### config.mk
export PLATFORM = sky130hd
export DESIGN_NAME = branch_ctrl_flat
export DESIGN_NICKNAME = d
export VERILOG_FILES = /design/src/rtl/branch_ctrl_if.sv /design/src/rtl/branch_ctrl.sv /design/src/flat_wrapper.sv
export SDC_FILE = /design/constraint.sdc
export NUM_CORES = 1
export LEC_CHECK = 0
export ABC_AREA = 1
export CORE_ASPECT_RATIO = 2
export CORE_MARGIN = 10
export CORE_UTILIZATION = 55
export DETAILED_ROUTE_END_ITERATION = 10
export PLACE_DENSITY = 0.74
export SLEW_MARGIN = 10
export SYNTH_ARGS = -nofsm -noshare
export SYNTH_HDL_FRONTEND = slang
export SYNTH_SLANG_ARGS = --single-unit
export TNS_END_PERCENT = 30
### constraint.sdc
create_clock -name clk -period 2.6 [get_ports clk]
set_input_delay 0.39 -clock clk [delete_from_list [all_inputs] [get_ports clk]]
set_output_delay 0.39 -clock clk [all_outputs]
set_load 0.01 [all_outputs]
### src/rtl/branch_ctrl_if.sv
// rtl/branch_ctrl_if.sv - bus between the branch/flow-control stage and its driver/PC block
// Inputs come from the instruction/ALU side; outputs feed the PC block.
interface branch_ctrl_if #(
  parameter int PC_W  = 7,
  parameter int IDX_W = 5,
  parameter int CNT_W = 16
);
  logic             start;
  logic [8:0]       instr;
  logic             flag_we;
  logic             alu_zero;
  logic             lut_we;
  logic [IDX_W-1:0] lut_addr;
  logic [PC_W-1:0]  lut_wdata;
  logic             branch;
  logic             branch_conditional;
  logic             zero;
  logic [PC_W-1:0]  target;
  logic             pc_hold;
  logic             done;
  logic [CNT_W-1:0] taken_cnt;

  modport master (
    output start, instr, flag_we, alu_zero, lut_we, lut_addr, lut_wdata,
    input  branch, branch_conditional, zero, target, pc_hold, done, taken_cnt
  );

  modport slave (
    input  start, instr, flag_we, alu_zero, lut_we, lut_addr, lut_wdata,
    output branch, branch_conditional, zero, target, pc_hold, done, taken_cnt
  );
endinterface

### src/rtl/branch_ctrl.sv
// rtl/branch_ctrl.sv - branch decode, zero flag, target LUT, run/halt FSM and taken-branch counter
// Branch outputs are combinational so the PC block can act on them at the next edge.
module branch_ctrl #(
  parameter int PC_W  = 7,
  parameter int IDX_W = 5,
  parameter int CNT_W = 16
) (
  input  logic          clk,
  input  logic          reset,
  branch_ctrl_if.slave  bus
);
  localparam int DEPTH = 1 << IDX_W;

  typedef enum logic [1:0] {S_IDLE, S_RUN, S_DONE} state_t;

  state_t           state_q, state_d;
  logic             zero_q, zero_d;
  logic [CNT_W-1:0] cnt_q, cnt_d;
  logic [PC_W-1:0]  lut_q [DEPTH];

  logic [2:0] opcode;
  logic       is_halt, is_br, is_brz, running, accept_start, taken;

  assign opcode       = bus.instr[8:6];
  assign is_halt      = (bus.instr == 9'h1FF);
  assign is_br        = (opcode == 3'b110);
  assign is_brz       = (opcode == 3'b111) && !is_halt;
  assign running      = (state_q == S_RUN);
  assign accept_start = bus.start && !running;
  // BRZ uses the registered flag, so a same-cycle flag write is not seen
  assign taken        = running && (is_br || (is_brz && zero_q));

  always_comb begin
    state_d = state_q;
    case (state_q)
      S_IDLE:  if (bus.start) state_d = S_RUN;
      S_RUN:   if (is_halt)   state_d = S_DONE;
      S_DONE:  if (bus.start) state_d = S_RUN;
      default: state_d = S_IDLE;
    endcase
  end

  always_comb begin
    zero_d = zero_q;
    cnt_d  = cnt_q;
    if (bus.flag_we) zero_d = bus.alu_zero;
    if (accept_start) begin
      cnt_d = '0;
    end else if (taken && (cnt_q != {CNT_W{1'b1}})) begin
      cnt_d = cnt_q + CNT_W'(1);
    end
  end

  always_ff @(posedge clk or negedge reset) begin
    if (!reset) begin
      state_q <= S_IDLE;
      zero_q  <= 1'b0;
      cnt_q   <= '0;
    end else begin
      state_q <= state_d;
      zero_q  <= zero_d;
      cnt_q   <= cnt_d;
    end
  end

  always_ff @(posedge clk or negedge reset) begin
    if (!reset) begin
      for (int i = 0; i < DEPTH; i++) lut_q[i] <= '0;
    end else if (bus.lut_we) begin
      lut_q[bus.lut_addr] <= bus.lut_wdata;
    end
  end

  assign bus.branch             = running && (is_br || is_brz);
  assign bus.branch_conditional = running && is_brz;
  assign bus.zero               = zero_q;
  assign bus.target             = lut_q[bus.instr[IDX_W-1:0]];
  assign bus.pc_hold            = !running;
  assign bus.done               = (state_q == S_DONE);
  assign bus.taken_cnt          = cnt_q;
endmodule

### src/flat_wrapper.sv
// flat-port wrapper written by rule: the top's interface ports become plain ports
module branch_ctrl_flat 
#(
  parameter int PC_W  = 7,
  parameter int IDX_W = 5,
  parameter int CNT_W = 16
)
  (clk, reset, bus_start, bus_instr, bus_flag_we, bus_alu_zero, bus_lut_we, bus_lut_addr, bus_lut_wdata, bus_branch, bus_branch_conditional, bus_zero, bus_target, bus_pc_hold, bus_done, bus_taken_cnt);
  branch_ctrl_if #(.PC_W(PC_W), .IDX_W(IDX_W), .CNT_W(CNT_W)) bus_i ();
  input  logic clk;
  input  logic reset;
  input wire logic [$bits(bus_i.start)-1:0] bus_start;
  input wire logic [$bits(bus_i.instr)-1:0] bus_instr;
  input wire logic [$bits(bus_i.flag_we)-1:0] bus_flag_we;
  input wire logic [$bits(bus_i.alu_zero)-1:0] bus_alu_zero;
  input wire logic [$bits(bus_i.lut_we)-1:0] bus_lut_we;
  input wire logic [$bits(bus_i.lut_addr)-1:0] bus_lut_addr;
  input wire logic [$bits(bus_i.lut_wdata)-1:0] bus_lut_wdata;
  output wire logic [$bits(bus_i.branch)-1:0] bus_branch;
  output wire logic [$bits(bus_i.branch_conditional)-1:0] bus_branch_conditional;
  output wire logic [$bits(bus_i.zero)-1:0] bus_zero;
  output wire logic [$bits(bus_i.target)-1:0] bus_target;
  output wire logic [$bits(bus_i.pc_hold)-1:0] bus_pc_hold;
  output wire logic [$bits(bus_i.done)-1:0] bus_done;
  output wire logic [$bits(bus_i.taken_cnt)-1:0] bus_taken_cnt;
  assign bus_i.start = bus_start;
  assign bus_i.instr = bus_instr;
  assign bus_i.flag_we = bus_flag_we;
  assign bus_i.alu_zero = bus_alu_zero;
  assign bus_i.lut_we = bus_lut_we;
  assign bus_i.lut_addr = bus_lut_addr;
  assign bus_i.lut_wdata = bus_lut_wdata;
  assign bus_branch = bus_i.branch;
  assign bus_branch_conditional = bus_i.branch_conditional;
  assign bus_zero = bus_i.zero;
  assign bus_target = bus_i.target;
  assign bus_pc_hold = bus_i.pc_hold;
  assign bus_done = bus_i.done;
  assign bus_taken_cnt = bus_i.taken_cnt;
  branch_ctrl #(.PC_W(PC_W), .IDX_W(IDX_W), .CNT_W(CNT_W)) u_core (.clk(clk), .reset(reset), .bus(bus_i));
endmodule
* Word level (Yosys, flattened, before mapping)
Cells that the tools add are included.
Cells by class: divide/modulo/power cells 0, order comparisons 3, equal/unequal tests 8, add/sub/neg operators 1, reductions and logical operators 16, multiply operators 0, bitwise operators 2, shift-type cells 0, multiplexer cells 11
Operator list (count):
- $bwmux W224 | 1
- $bmux W7 S5 | 1
- $demux W7 S5 | 1
- $mux W16 | 2
- $mux W7 | 3
- $add A16 B1 Y16 const B | 1
- $ne A16 B16 Y1 const B | 1
- $ge A6 B6 Y1 const B | 2
- $not A5 Y6 | 2
- $eq A9 B9 Y1 const B | 1
- $logic_and A1 B1 Y1 | 8
- $eq A3 B3 Y1 const B | 2
- $lt A6 B1 Y1 const B | 1
- $mux W2 | 2
- $ne A2 B1 Y1 const B | 2
- $pmux W2 S2 | 1
- $eq A2 B1 Y1 const B | 1
- $eq A2 B2 Y1 const B | 1
- $logic_not A1 Y1 | 2
- $logic_not A2 Y1 | 1
- $logic_or A1 B1 Y1 | 2
- $reduce_and A2 Y1 | 1
- $reduce_bool A2 Y1 | 1
- $reduce_or A2 Y1 | 1
Word-level totals: ROM bits 0, memories kept 0, memory bits (writable) 0, register bits 243, output and inout port bits 28, bits in latches 0, logic and storage cells 76

* Longest topological paths before layout
depth in word-level cells 9, mapped depth 12, mapped depth without buffers 10

* Least setup slack after synthesis
No wires, ideal clock.
path type input -> output, start point in bus_instr[0], end point out bus_target[5], cell stages on the path 9, setup slack 0.714 ns, arrival time 1.496 ns, required time 2.210 ns, cell sequence buf_2 > inv_2 > clkbuf_1 > o21ai_0 > o21ai_0 > nor2_1 > nor2_1 > nor2_1 > nor2_1
Between the ends: longest elaborated chain between the ends 4
Ends and longest elaborated chain:
- from (decl) | RTL line flat_wrapper.sv:13 | input wire logic [$bits(bus_i.instr)-1:0] bus_instr;
- $not A5 Y6 (not written as such) | RTL line branch_ctrl.sv:77 | assign bus.target = lut_q[bus.instr[IDX_W-1:0]];
- $bmux W7 S5 | RTL line branch_ctrl.sv:77
- $mux W7 (not written as such) (2 in series) | RTL line branch_ctrl.sv:77
- to (decl) | RTL line flat_wrapper.sv:22 | output wire logic [$bits(bus_i.target)-1:0] bus_target;
Every way passes these cells. The select of a mux whose other input is x is not followed.

* Worst setup path after layout
start point reg u_core.lut_q[100] (netlist bit), end point out bus_target[2]
Between the ends: longest elaborated chain between the ends 3
Ends and longest elaborated chain:
- from (decl) | RTL line branch_ctrl.sv:19 | logic [PC_W-1:0] lut_q [DEPTH];
- from (signal, indexed assignment) | RTL line branch_ctrl.sv:70 | lut_q[bus.lut_addr] <= bus.lut_wdata;
- $bmux W7 S5 | RTL line branch_ctrl.sv:77
- $mux W7 (not written as such) (2 in series) | RTL line branch_ctrl.sv:77
Every way passes these cells. The select of a mux whose other input is x is not followed.

==> results.cfg <==
[outcome]
status = complete, but fails checks
violations = negative setup slack

[cells_and_area]
layout-drive-gt1-share = 0.0968
final_design_area_no_fill_um2 = 13500
num-fill-cells = 1821
multiInputGateArea_um2 = 4800
nets = 1561
area_growth_pct = 16.9
diodes = 0
fin_util = 0.648
seqCellArea_um2 = 6080
instances_no_fill = 1818

[yosys]
synth_cell_type_count = 31
ys_top_cells_by_count = nand2_1 (426), o21ai_0 (291), dfrtp_1 (243)
synthArstFlopShare = 1.00
yosys-top-cells-area = dfrtp_1 (53%), nand2_1 (14%), o21ai_0 (13%)
ys_ff_latch = 243
synthDominantCellAreaShare = 0.527
synth_cells = 1474
syn_avg_cell_area_um2 = 7.83
synth_nets = 1502
yosysTopAreaCell = dfrtp_1
yosys_warnings = 0
synth_most_common_cell = nand2_1
synth_edf_count = 0
syn_area_um2 = 11500
seq_area_frac_synth = 0.527
synth_top_flop_cell = dfrtp_1

[critical_path]
cp-end-kind = primary output
slowest_delay_ps = 470
cp_cell_sequence = o21ai_0 -> nand3_1 -> nand3_1 -> nand2_1 -> nand2_1 -> inv_1 -> clkdlybuf4s50_1
critical_path_class = register to primary output
arrival_ps = 2250
worstPathRequired_ps = 2210
critPathMaxFanout = 2
critPathLaunch = u_core.lut_q[100]
cp-start-kind = register
r2r_start = u_core.bus.taken_cnt[1]
crit_path_top_delay_cell = clkdlybuf4s50_1

[drt]
post_drt_via_cell_ratio = 5.64
wire_per_inst_um = 19.0
drtIter0Drc = 860
ant_nets = 0
drc_errors = 0
wirelength_mm = 34.6
firstDrtPassIters = 9
vias = 10300

[floorplan]
die_w_um = 122
dieArea_um2 = 27500
initial_core_util = 0.554
die_h_um = 225
ios = 55
coreArea_um2 = 20800
num_rows = 75

[worst_hold_path]
hold_class = register to register
min_from = u_core.lut_q[141]

[timing]
holdWs_ps = 480
finalCriticalPeriod_ps = 2640
fmax_mhz = 379
maxSlewViolCount = 0
timing.final.ws_setup_ps = -39.6
slew_headroom = 0.559
timing.final.crit_share = 1.02
setup_viol = 1
rsz0062_at_grt = yes
final_hold_viol_count = 0
worst_slew_pin_slew_ps = 661
clock-skew-final_ps = 5.88

[clocking]
root_buffer = clkbuf_16
clock_latency_ps = 520
cts_buffers = 23
cts_max_path_buffers = 3
cts_max_level = 1
cts_tree = done
clk_pin_slew_worst_paths_ps = 60
clkSinkCount = 243

[grt]
grt_usage = 0.254
antenna_found_initial = 0
grt_pass1_vias = 10000
grt_pass1_wl_mm = 54.6
gr-total-overflow = 0
grt_max_degree = 87

[power]
leakage_nw = 6.37
vdd_drop_max_uv = 603
p_per_area_nw_per_um2 = 731

[place]
place_congestion = 0.916
io_buffers = 54
dp_cells = 1775
place_area_um2 = 12800
hpwl_mm = 24.1

[flow_run]
maxCapViolations = 0
-- power breakdown --
| group | total, W | switching (W) | internal (W) |
|---|---|---|---|
| combinational | 0.00178 | 0.00108 | 0.000707 |
| clock | 0.00321 | 0.00146 | 0.00175 |
| sequential | 0.00488 | 0.000392 | 0.00448 |
-- cell usage in the layout, fill, tap and decap left out, types with 3 or more instances in the layout --
cell	synthesis	routed
nor2_2	5	7
clkbuf_8	0	4
clkbuf_16	0	23
dlymetal6s2s_1	0	3
clkbuf_1	75	5
dfrtp_1	243	243
xor2_1	6	6
buf_12	0	13
nor3_2	10	10
clkdlybuf4s50_1	0	44
o211ai_1	15	15
inv_2	8	9
nor2_1	141	139
clkinv_2	0	6
nand3_1	102	102
a21oi_1	31	30
o21ai_1	7	13
nand4_1	7	7
dlygate4sd2_1	0	4
nand2_1	426	426
inv_1	67	66
o21ai_0	291	285
buf_4	2	62
-- logic make-up after synthesis --
group	Yosys count	share of synthesized area
xor+xnor	8	0.00607
simple gates	702	0.253
fa+ha+maj	1	0.00108
mux	1	0.000975
compound gates	347	0.154
buf+inv	172	0.0584
flops	243	0.527
-- worst paths after layout --
path	cells after the start	slack, ps	to
max in group asynchronous	3	1370	u_core.lut_q[165]
worst max-delay path	7	-40	bus_target[2]
worst max register to register	9	700	u_core.bus.taken_cnt[1]
worst min register to register	2	480	u_core.lut_q[141]
worst min-delay path	2	480	u_core.lut_q[141]
min in group asynchronous	2	490	u_core.lut_q[30]
-- final cells by class --
| type | instances | share of cell area |
|---|---|---|
| clock buffer | 32 | 0.0481 |
| clock inverter | 9 | 0.00399 |
| multi-input combinational | 1059 | 0.356 |
| tap | 269 | 0.0249 |
| timing repair buffer | 131 | 0.0957 |
| inverter | 75 | 0.0209 |
| sequential | 243 | 0.451 |
-- metal layers --
layer / GRT usage / wire, um
met1: 0.283 / 12400
met4: 0.164 / 2370
met2: 0.439 / 17600
met3: 0.0356 / 2200
met5: 0 / 0
-- through the flow --
stage / total power [W] / TNS, ps / setup slack (ps)
CTS: 0.00989 / -5.51 / -3.15
global placement: 0.00662 / -68.0 / -46.7
detailed placement: 0.00669 / -266 / -57.4
floorplan: 0.00588 / 0 / 714
global route: 0.0104 / -137 / -75.7
finish: 0.00987 / -39.6 / -39.6
-- critical path: cells and delay by family (launching register included) --
family | cells | cell delay, ps
flip-flops | 1 | 380
AO/OA/AOI/OAI | 1 | 440
buffers and inverters | 2 | 510
AND/OR/NAND/NOR | 4 | 390
-- state kept, by name, summed over array words and instances (netlist names) --
signal,count
u_core.bus.taken_cnt,16
u_core.lut_q,224
u_core.state_q,2
u_core.bus.zero,1
-- repair_timing --
item	in CTS	in global routing
hold buffers	1	0
endpoints found under the hold margin	77	0
buffers inserted	1	0
gates cloned	0	0
resized for setup	8	11
endpoints found under the setup margin	7	6
No activity file was read; power rests on OpenSTA's default activity.
